`src/rtl/cache_arbiter_pkg.sv`:
```
// Shared types and constants for the two-requester cache port arbiter.
package cache_arbiter_pkg;

    localparam int NUM_REQ                = 2;
    localparam int DEFAULT_TIMEOUT_CYCLES = 4096;

    typedef enum logic [2:0] {
        IDLE   = 3'd0,
        ISSUE  = 3'd1,
        SETTLE = 3'd2,
        WAIT   = 3'd3,
        DONE   = 3'd4
    } arb_state_t;

    // One-hot grant vector for a requester index.
    function automatic logic [NUM_REQ-1:0] onehot_of(input logic sel);
        logic [NUM_REQ-1:0] vec;
        if (sel) begin
            vec = 2'b10;
        end else begin
            vec = 2'b01;
        end
        return vec;
    endfunction

endpackage

```
`src/rtl/cache_arbiter_rr_picker.sv`:
```
// Combinational two-way round-robin choice: a lone request wins, a tie goes
// to the requester that was not served last.
module rr_picker (
    input  logic [1:0] req,
    input  logic       last,
    output logic       valid,
    output logic       winner
);

    // Winner selection from the request vector and the last-served index.
    always_comb begin
        valid  = 1'b0;
        winner = 1'b0;
        case (req)
            2'b01: begin
                valid  = 1'b1;
                winner = 1'b0;
            end
            2'b10: begin
                valid  = 1'b1;
                winner = 1'b1;
            end
            2'b11: begin
                valid  = 1'b1;
                winner = ~last;
            end
            default: begin
                valid  = 1'b0;
                winner = 1'b0;
            end
        endcase
    end

endmodule

```
`src/rtl/cache_arbiter.sv`:
```
// Round-robin arbiter serialising two requesters onto the single cache port;
// every output comes straight from a register.
module cache_arbiter
    import cache_arbiter_pkg::*;
#(
    parameter int TIMEOUT_CYCLES = DEFAULT_TIMEOUT_CYCLES
) (
    input  logic        clk,
    input  logic        rst,
    input  logic [1:0]  req,
    input  logic [31:0] addr0,
    input  logic [31:0] addr1,
    input  logic [31:0] wdata0,
    input  logic [31:0] wdata1,
    input  logic [3:0]  wstrb0,
    input  logic [3:0]  wstrb1,
    output logic [1:0]  done,
    output logic        err,
    output logic [31:0] rdata,
    output logic [1:0]  grant,
    output logic [31:0] cache_address,
    output logic [31:0] cache_data_in,
    output logic [3:0]  cache_write_enable,
    input  logic [31:0] cache_data_out,
    input  logic        cache_data_out_ready,
    input  logic        cache_busy
);

    localparam int             CNT_W   = (TIMEOUT_CYCLES > 2) ? $clog2(TIMEOUT_CYCLES) : 1;
    localparam logic [CNT_W-1:0] CNT_MAX = CNT_W'(TIMEOUT_CYCLES - 1);

    arb_state_t         state_q, state_d;
    logic               last_q, last_d;
    logic [CNT_W-1:0]   cnt_q, cnt_d;
    logic [1:0]         grant_q, grant_d;
    logic [1:0]         done_q, done_d;
    logic               err_q, err_d;
    logic [31:0]        rdata_q, rdata_d;
    logic [31:0]        addr_q, addr_d;
    logic [31:0]        wdata_q, wdata_d;
    logic [3:0]         wen_q, wen_d;

    logic               pick_valid;
    logic               pick_winner;
    logic               is_write;
    logic               complete;

    rr_picker u_picker (
        .req    (req),
        .last   (last_q),
        .valid  (pick_valid),
        .winner (pick_winner)
    );

    // The write-enable register still holds the strobe of the active command
    // until DONE, so it doubles as the read/write flag during WAIT.
    assign is_write = (wen_q != 4'b0000);
    assign complete = ~cache_busy & (is_write | cache_data_out_ready);

    // Next-state and next-output computation for the arbitration FSM.
    always_comb begin
        state_d = state_q;
        last_d  = last_q;
        cnt_d   = cnt_q;
        grant_d = grant_q;
        done_d  = 2'b00;
        err_d   = err_q;
        rdata_d = rdata_q;
        addr_d  = addr_q;
        wdata_d = wdata_q;
        wen_d   = wen_q;
        case (state_q)
            IDLE: begin
                if (pick_valid) begin
                    grant_d = onehot_of(pick_winner);
                    last_d  = pick_winner;
                    cnt_d   = '0;
                    if (pick_winner) begin
                        addr_d  = addr1;
                        wdata_d = wdata1;
                        wen_d   = wstrb1;
                    end else begin
                        addr_d  = addr0;
                        wdata_d = wdata0;
                        wen_d   = wstrb0;
                    end
                    state_d = ISSUE;
                end else begin
                    state_d = IDLE;
                end
            end
            ISSUE: begin
                state_d = SETTLE;
            end
            // Status from the cache is stale here: it has not seen the command yet.
            SETTLE: begin
                state_d = WAIT;
            end
            WAIT: begin
                if (complete) begin
                    if (!is_write) begin
                        rdata_d = cache_data_out;
                    end else begin
                        rdata_d = rdata_q;
                    end
                    err_d   = 1'b0;
                    done_d  = grant_q;
                    wen_d   = 4'b0000;
                    state_d = DONE;
                end else if (cnt_q == CNT_MAX) begin
                    err_d   = 1'b1;
                    done_d  = grant_q;
                    wen_d   = 4'b0000;
                    state_d = DONE;
                end else begin
                    cnt_d = cnt_q + CNT_W'(1);
                end
            end
            DONE: begin
                grant_d = 2'b00;
                err_d   = 1'b0;
                state_d = IDLE;
            end
            default: begin
                grant_d = 2'b00;
                wen_d   = 4'b0000;
                state_d = IDLE;
            end
        endcase
    end

    // State and output registers, cleared immediately by reset.
    always_ff @(posedge clk or posedge rst) begin
        if (rst) begin
            state_q <= IDLE;
            last_q  <= 1'b1;
            cnt_q   <= '0;
            grant_q <= 2'b00;
            done_q  <= 2'b00;
            err_q   <= 1'b0;
            rdata_q <= 32'h0000_0000;
            addr_q  <= 32'h0000_0000;
            wdata_q <= 32'h0000_0000;
            wen_q   <= 4'b0000;
        end else begin
            state_q <= state_d;
            last_q  <= last_d;
            cnt_q   <= cnt_d;
            grant_q <= grant_d;
            done_q  <= done_d;
            err_q   <= err_d;
            rdata_q <= rdata_d;
            addr_q  <= addr_d;
            wdata_q <= wdata_d;
            wen_q   <= wen_d;
        end
    end

    assign done               = done_q;
    assign err                = err_q;
    assign rdata              = rdata_q;
    assign grant              = grant_q;
    assign cache_address      = addr_q;
    assign cache_data_in      = wdata_q;
    assign cache_write_enable = wen_q;

endmodule

```
`config.mk`:
```
export PLATFORM = sky130hd
export DESIGN_NAME = cache_arbiter
export DESIGN_NICKNAME = d
export VERILOG_FILES = /design/src/rtl/cache_arbiter_pkg.sv /design/src/rtl/cache_arbiter_rr_picker.sv /design/src/rtl/cache_arbiter.sv
export SDC_FILE = /design/constraint.sdc
export NUM_CORES = 1
export LEC_CHECK = 0
export ABC_AREA = 1
export CAP_MARGIN = 15
export CORE_MARGIN = 1
export CORE_UTILIZATION = 41
export DETAILED_ROUTE_END_ITERATION = 10
export PLACE_DENSITY_LB_ADDON = 0.05
export SLEW_MARGIN = 20
export SYNTH_ARGS = -nofsm -noshare
export SYNTH_HDL_FRONTEND = slang
export SYNTH_SLANG_ARGS = --single-unit
```
`constraint.sdc`:
```
create_clock -name clk -period 4.2 [get_ports clk]
set_input_delay 0.42 -clock clk [delete_from_list [all_inputs] [get_ports clk]]
set_output_delay 0.42 -clock clk [all_outputs]
set_load 0.01 [all_outputs]
```
# Yosys cells after proc, flatten, opt, wreduce, memory -nomap -nowiden
# Cells that the tools add are included.
[op_classes]
n_addsub = 1
eq_ne = 12
reduce_logical = 13
mux = 26
bitwise_logic = 7
[op_table]
columns = ["operator", "count"]
rows = [
  ["32-bit two-way mux", 2],
  ["12-bit two-way mux", 3],
  ["12-bit one-hot mux with 2 select lines", 1],
  ["4-bit two-way mux", 4],
  ["12-bit by 1-bit adder with 12-bit output (second input constant)", 1],
  ["12-bit == test (second input constant)", 1],
  ["3-bit one-hot mux with 4 select lines", 1],
  ["4-bit one-hot mux with 3 select lines", 1],
  ["2-bit two-way mux", 5],
  ["3-bit OR reduction", 3],
  ["3-bit by 2-bit == test with 1-bit output (second input constant)", 2],
  ["3-bit two-way mux", 2],
  ["2-bit != test (second input constant)", 3],
  ["2-bit AND reduction", 3],
  ["3-bit AND reduction", 2],
  ["1-bit NOT", 5],
  ["2-bit == test (second input constant)", 2],
  ["1-bit two-way mux", 4],
  ["1-bit one-hot mux with 2 select lines", 2],
  ["2-bit one-hot mux with 2 select lines", 1],
  ["4-bit AND reduction", 1],
  ["2-bit nonzero test", 2],
  ["4-bit nonzero test", 1],
  ["3-bit by 1-bit == test with 1-bit output (second input constant)", 1],
  ["6 further kinds", 6],
]
[totals]
reg_bits = 121
inputBits = 174

# Longest topological paths before layout
[depth]
word_depth = 5
depth_mapped = 10

# Cells and area by module
# Synthesis repeated with hierarchy kept, for this count alone.
[unflattened]
hier_cells = 621
hier_area_um2 = 5390.2
[modules_own_cells]
columns = ["module", "n_inst", "seq_area_each_um2", "area_each_um2", "cells_each"]
rows = [
  ["cache_arbiter", 1, 3029.2, 5375.2, 618],
  ["rr_picker", 1, 0.0, 15.0, 3],
]

# Worst setup path before layout
# Ideal clock, no wire load.
[synth_timing]
path_type = "register to register"
from = "register cnt_q[0]"
to = "register cnt_q[11]"
stages_incl_launch_ff = 11
t_arrival_ps = 1326
slack_ps = 2758
setup_ps = 116
synth_period_minus_slack_ps = 1442
path_cell_list = "dfrtp_1 -> ha_1 -> nand2_1 -> nor2_4 -> nand3_2 -> nand2_2 -> nand2_4 -> nand2_4 -> buf_8 -> nand2_1 -> nand2_1"
[synth_between]
elab_chain_cells = 4
word_cells_on_any_way = 7
cone_classes = "add/sub: 1; eq/ne: 2; mux: 3; reduce/logical: 1"
[synth_lines]
columns = ["item", "line_no", "text"]
rows = [
  ["start, declared", "cache_arbiter.sv:34", "logic [CNT_W-1:0] cnt_q, cnt_d;"],
  ["start signal, assigned", "cache_arbiter.sv:148", "cnt_q <= cnt_d;"],
  ["12-bit by 1-bit adder with 12-bit output", "cache_arbiter.sv:116", "cnt_d = cnt_q + CNT_W'(1);"],
  ["12-bit two-way mux", "cache_arbiter.sv:110", "end else if (cnt_q == CNT_MAX) begin"],
  ["12-bit two-way mux", "cache_arbiter.sv:100", "if (complete) begin"],
  ["12-bit one-hot mux with 2 select lines", "cache_arbiter.sv:72", "case (state_q)"],
]
# Parallel ways exist; a longest one is shown, timed or not. The select of a mux whose other input is x is not followed.
# A chain may end at the register's enable or synchronous reset.

# Worst setup path after layout
[layout_timing]
from = "register state_q[2]"
to = "register wen_q[0] (netlist: cache_write_enable[0])"
[layout_between]
elab_chain_cells = 4
word_cells_on_any_way = 11
cone_classes = "eq/ne: 6; mux: 1; bitwise: 1; reduce/logical: 3"
[layout_lines]
columns = ["item", "line_no", "text"]
rows = [
  ["start, declared", "cache_arbiter.sv:32", "arb_state_t state_q, state_d;"],
  ["start signal, assigned", "cache_arbiter.sv:146", "state_q <= state_d;"],
  ["3-bit by 2-bit == test with 1-bit output (tied with other cells)", "cache_arbiter.sv:72", ""],
  ["3-bit OR reduction (no line)", "n/a", ""],
  ["1-bit NOT (no line)", "n/a", ""],
  ["3-bit AND reduction (no line)", "n/a", ""],
  ["end signal, assigned", "cache_arbiter.sv:155", "wen_q <= wen_d;"],
  ["end, declared", "cache_arbiter.sv:41", "logic [3:0] wen_q, wen_d;"],
]
# Parallel ways exist; a longest one is shown, timed or not.

==> metrics.cfg <==
[route]
drtIter0Drc = 409
drcViolationCount = 0
first_pass_iters = 4
dr_total_vias = 5844
wl_per_cell_um = 16.2
routed_wl_um = 18600
vias_per_cell = 5.09
drtAntennaViolNets = 0

[run]
maxCapViolCount = 0

[worst_setup_path]
cp-start-kind = register
reg2reg_depth = 8
arrival_ns = 2.46
worstSetupPathType = reg -> reg
reg2reg_slack_ns = 2.05
worstReg2RegEnd = cache_write_enable[0]
critPathMaxFanout = 73
worstReg2RegStart = state_q[2]
endpoint_kind = register
worstPathRequired_ns = 4.50

[place]
place_area_um2 = 8550
dp.cells = 1117
io_buffers = 278
dp_slack_ns = 1.79
dp_hpwl_um = 12900
place_congestion = 0.787

[timing]
setup_viol = 0
tns_ns = 0
drv_slew = 0
finalCritPeriodShare = 0.513
finClkSkew_ns = 0.00766
layout_min_cycle_time_ns = 2.15
rsz0062_at_grt = false
finalHoldViolCount = 0
slew_headroom = 0.282
whs_ns = 0.491
worst_pin_slew_ns = 1.08
fin_ws_ns = 2.05
fmax_ghz = 0.464

[synth]
synth_xor_area_frac = 0.00153
synth_edf_count = 0
synth.most_common_cell = o21ai_0
synth_top_area_frac = 0.525
syn-instance-count = 701
synth_area_leaders = dfrtp_1, o21ai_0, o21ai_1
ys_types = 29
async_reset_ff_frac = 1.00
synth_largest_area_cell = dfrtp_1
synth_compound_area_frac = 0.210
synthTopCellsByCount = o21ai_0, dfrtp_1, nand2_1
ys.warnings.count = 0
yosys.area_share.simple = 0.182
ys_seq_area_frac = 0.530
synth_top_family_by_area = compound AO/OA/AOI/OAI gates
synthMuxAreaShare = 0
netlist_area_um2 = 5720
ys.flop_type = dfrtp_1
avgSynthCellArea_um2 = 8.16
yosys.area_share.adder = 0.00219
syn_nets = 876
ys_ff_latch = 121

[clock_network]
cts.root.buffer_cell = clkbuf_16
ctsResizeCount = 0
htree_levels = 4
post_cts_buffers = 0
cts_buffer_depth = 2
cts_tree = done
clkLatencyLatePin_ns = 0.42
numCtsBuffers = 17
cts_hold_buf = 0
clock_sinks = 121
clkTransAtPathRegs_ns = 0.06

[min_path]
hold_depth = 2
min-delay-start = rdata[14]
min_to = rdata[14]
min_path_type = reg -> reg

[die]
boundaryPins = 279
num_rows = 42
fp.dieH_um = 120
die_area_um2 = 14400
coreArea_um2 = 13400
floorplan.initialDensity = 0.427
die_w_um = 120

[power]
leakage_nw = 3.96
power_mw = 6.09
ir_worst_vdd_uv = 312
powerDensity_nw_per_um2 = 663

[finish]
stdcell_area_um2 = 9180
antenna_cells = 0
nets = 1135
synthToLayoutAreaGrowth_pct = 60.6
stdcell_count = 1149
drive_gt1_frac = 0.0586
utilization = 0.685
fillers = 1127

[global_routing]
grt_first_pass_wirelength_um = 29900
antenna_found_initial = 0
grt_max_degree = 74
grt_pass1_vias = 5995
grt_overflow = 0
grtUsageTotal = 0.270

[outcome]
status = finished, final reports clean

## kinds of logic (layout without fill, tap and decap cells)
logic type,count (synthesis),in the layout
xor gates and xnor gates,1,1
adders and majority gates,1,1
and+or+nand+nor,239,239
buffers and inverters,99,371
AOI/OAI and AO/OA,240,240
DFF,121,121
## worst max path at each step
stage | startpoint | end | slack (ns) | cells past startpoint
4_1_cts | state_q[2] | cache_write_enable[0] | 2.04 | 8
6_report | state_q[2] | cache_write_enable[0] | 2.05 | 8
3_3_place_gp | req[1] | cache_write_enable[1] | 1.86 | 7
2_1_floorplan | rst | cache_address[0] | 0.57 | 1
5_1_grt | state_q[1] | rdata[24] | 1.86 | 7
3_5_place_dp | req[1] | cache_write_enable[0] | 1.79 | 7
## area by class of cell
class                   instances  area, um2  share of cell area
clock buffers                  24        492              0.0535
clock inverters                 8        140              0.0153
inverters                      56        213              0.0232
multi-input cells             481       2270               0.247
flip-flops and latches        121       3030               0.330
well taps                     176        220              0.0240
repair buffers                283       2820               0.307
## sequential cells by signal (all words and copies together) (netlist names)
name and count:
cache_data_in 32, last_q 1, cnt_q 12, done 2, grant 2, cache_address 32
err 1, state_q 3, rdata 32, cache_write_enable 4
## critical path, stage by stage, from the launching register on
cell and delay (ns):
dfrtp_1 0.38, inv_1 0.10, nand2_2 0.14, buf_4 0.59, nor2_1 0.14, nor3_2 0.35, nand2_1 0.17, nand2_1 0.10
nand2_1 0.05
## routing by layer
metal / track usage / share of wire / vias up
li1: - / - / 2825
met1: 0.315 / 0.40 / 2762
met2: 0.453 / 0.49 / 221
met3: 0.0932 / 0.080 / 36
met4: 0.105 / 0.027 / 0
met5: 0 / 0 / -
## cells in the final DEF (no fill, tap or decap), drive strengths merged
| cell type | synthesis | layout |
|---|---|---|
| dfrtp | 120 | 120 |
| nor3 | 2 | 2 |
| bufinv | 0 | 4 |
| buf | 19 | 5 |
| clkinv | 0 | 4 |
| nand3b | 2 | 2 |
| ha | 1 | 1 |
| nor3b | 2 | 2 |
| nor2 | 98 | 98 |
| inv | 56 | 56 |
| nand4 | 1 | 1 |
| dfstp | 1 | 1 |
| xor2 | 1 | 1 |
| o21ai | 232 | 232 |
| nand2 | 110 | 110 |
| clkbuf | 24 | 24 |
| clkdlybuf4s50 | 0 | 278 |
| a21oi | 8 | 8 |
| nand3 | 24 | 24 |
## power by group
part / internal [mW] / switching, mW / total (mW)
Sequential: 1.67 / 0.259 / 1.93
Clock: 1.05 / 0.501 / 1.55
Combinational: 1.27 / 1.33 / 2.61
(Power assumes the default switching activity.)
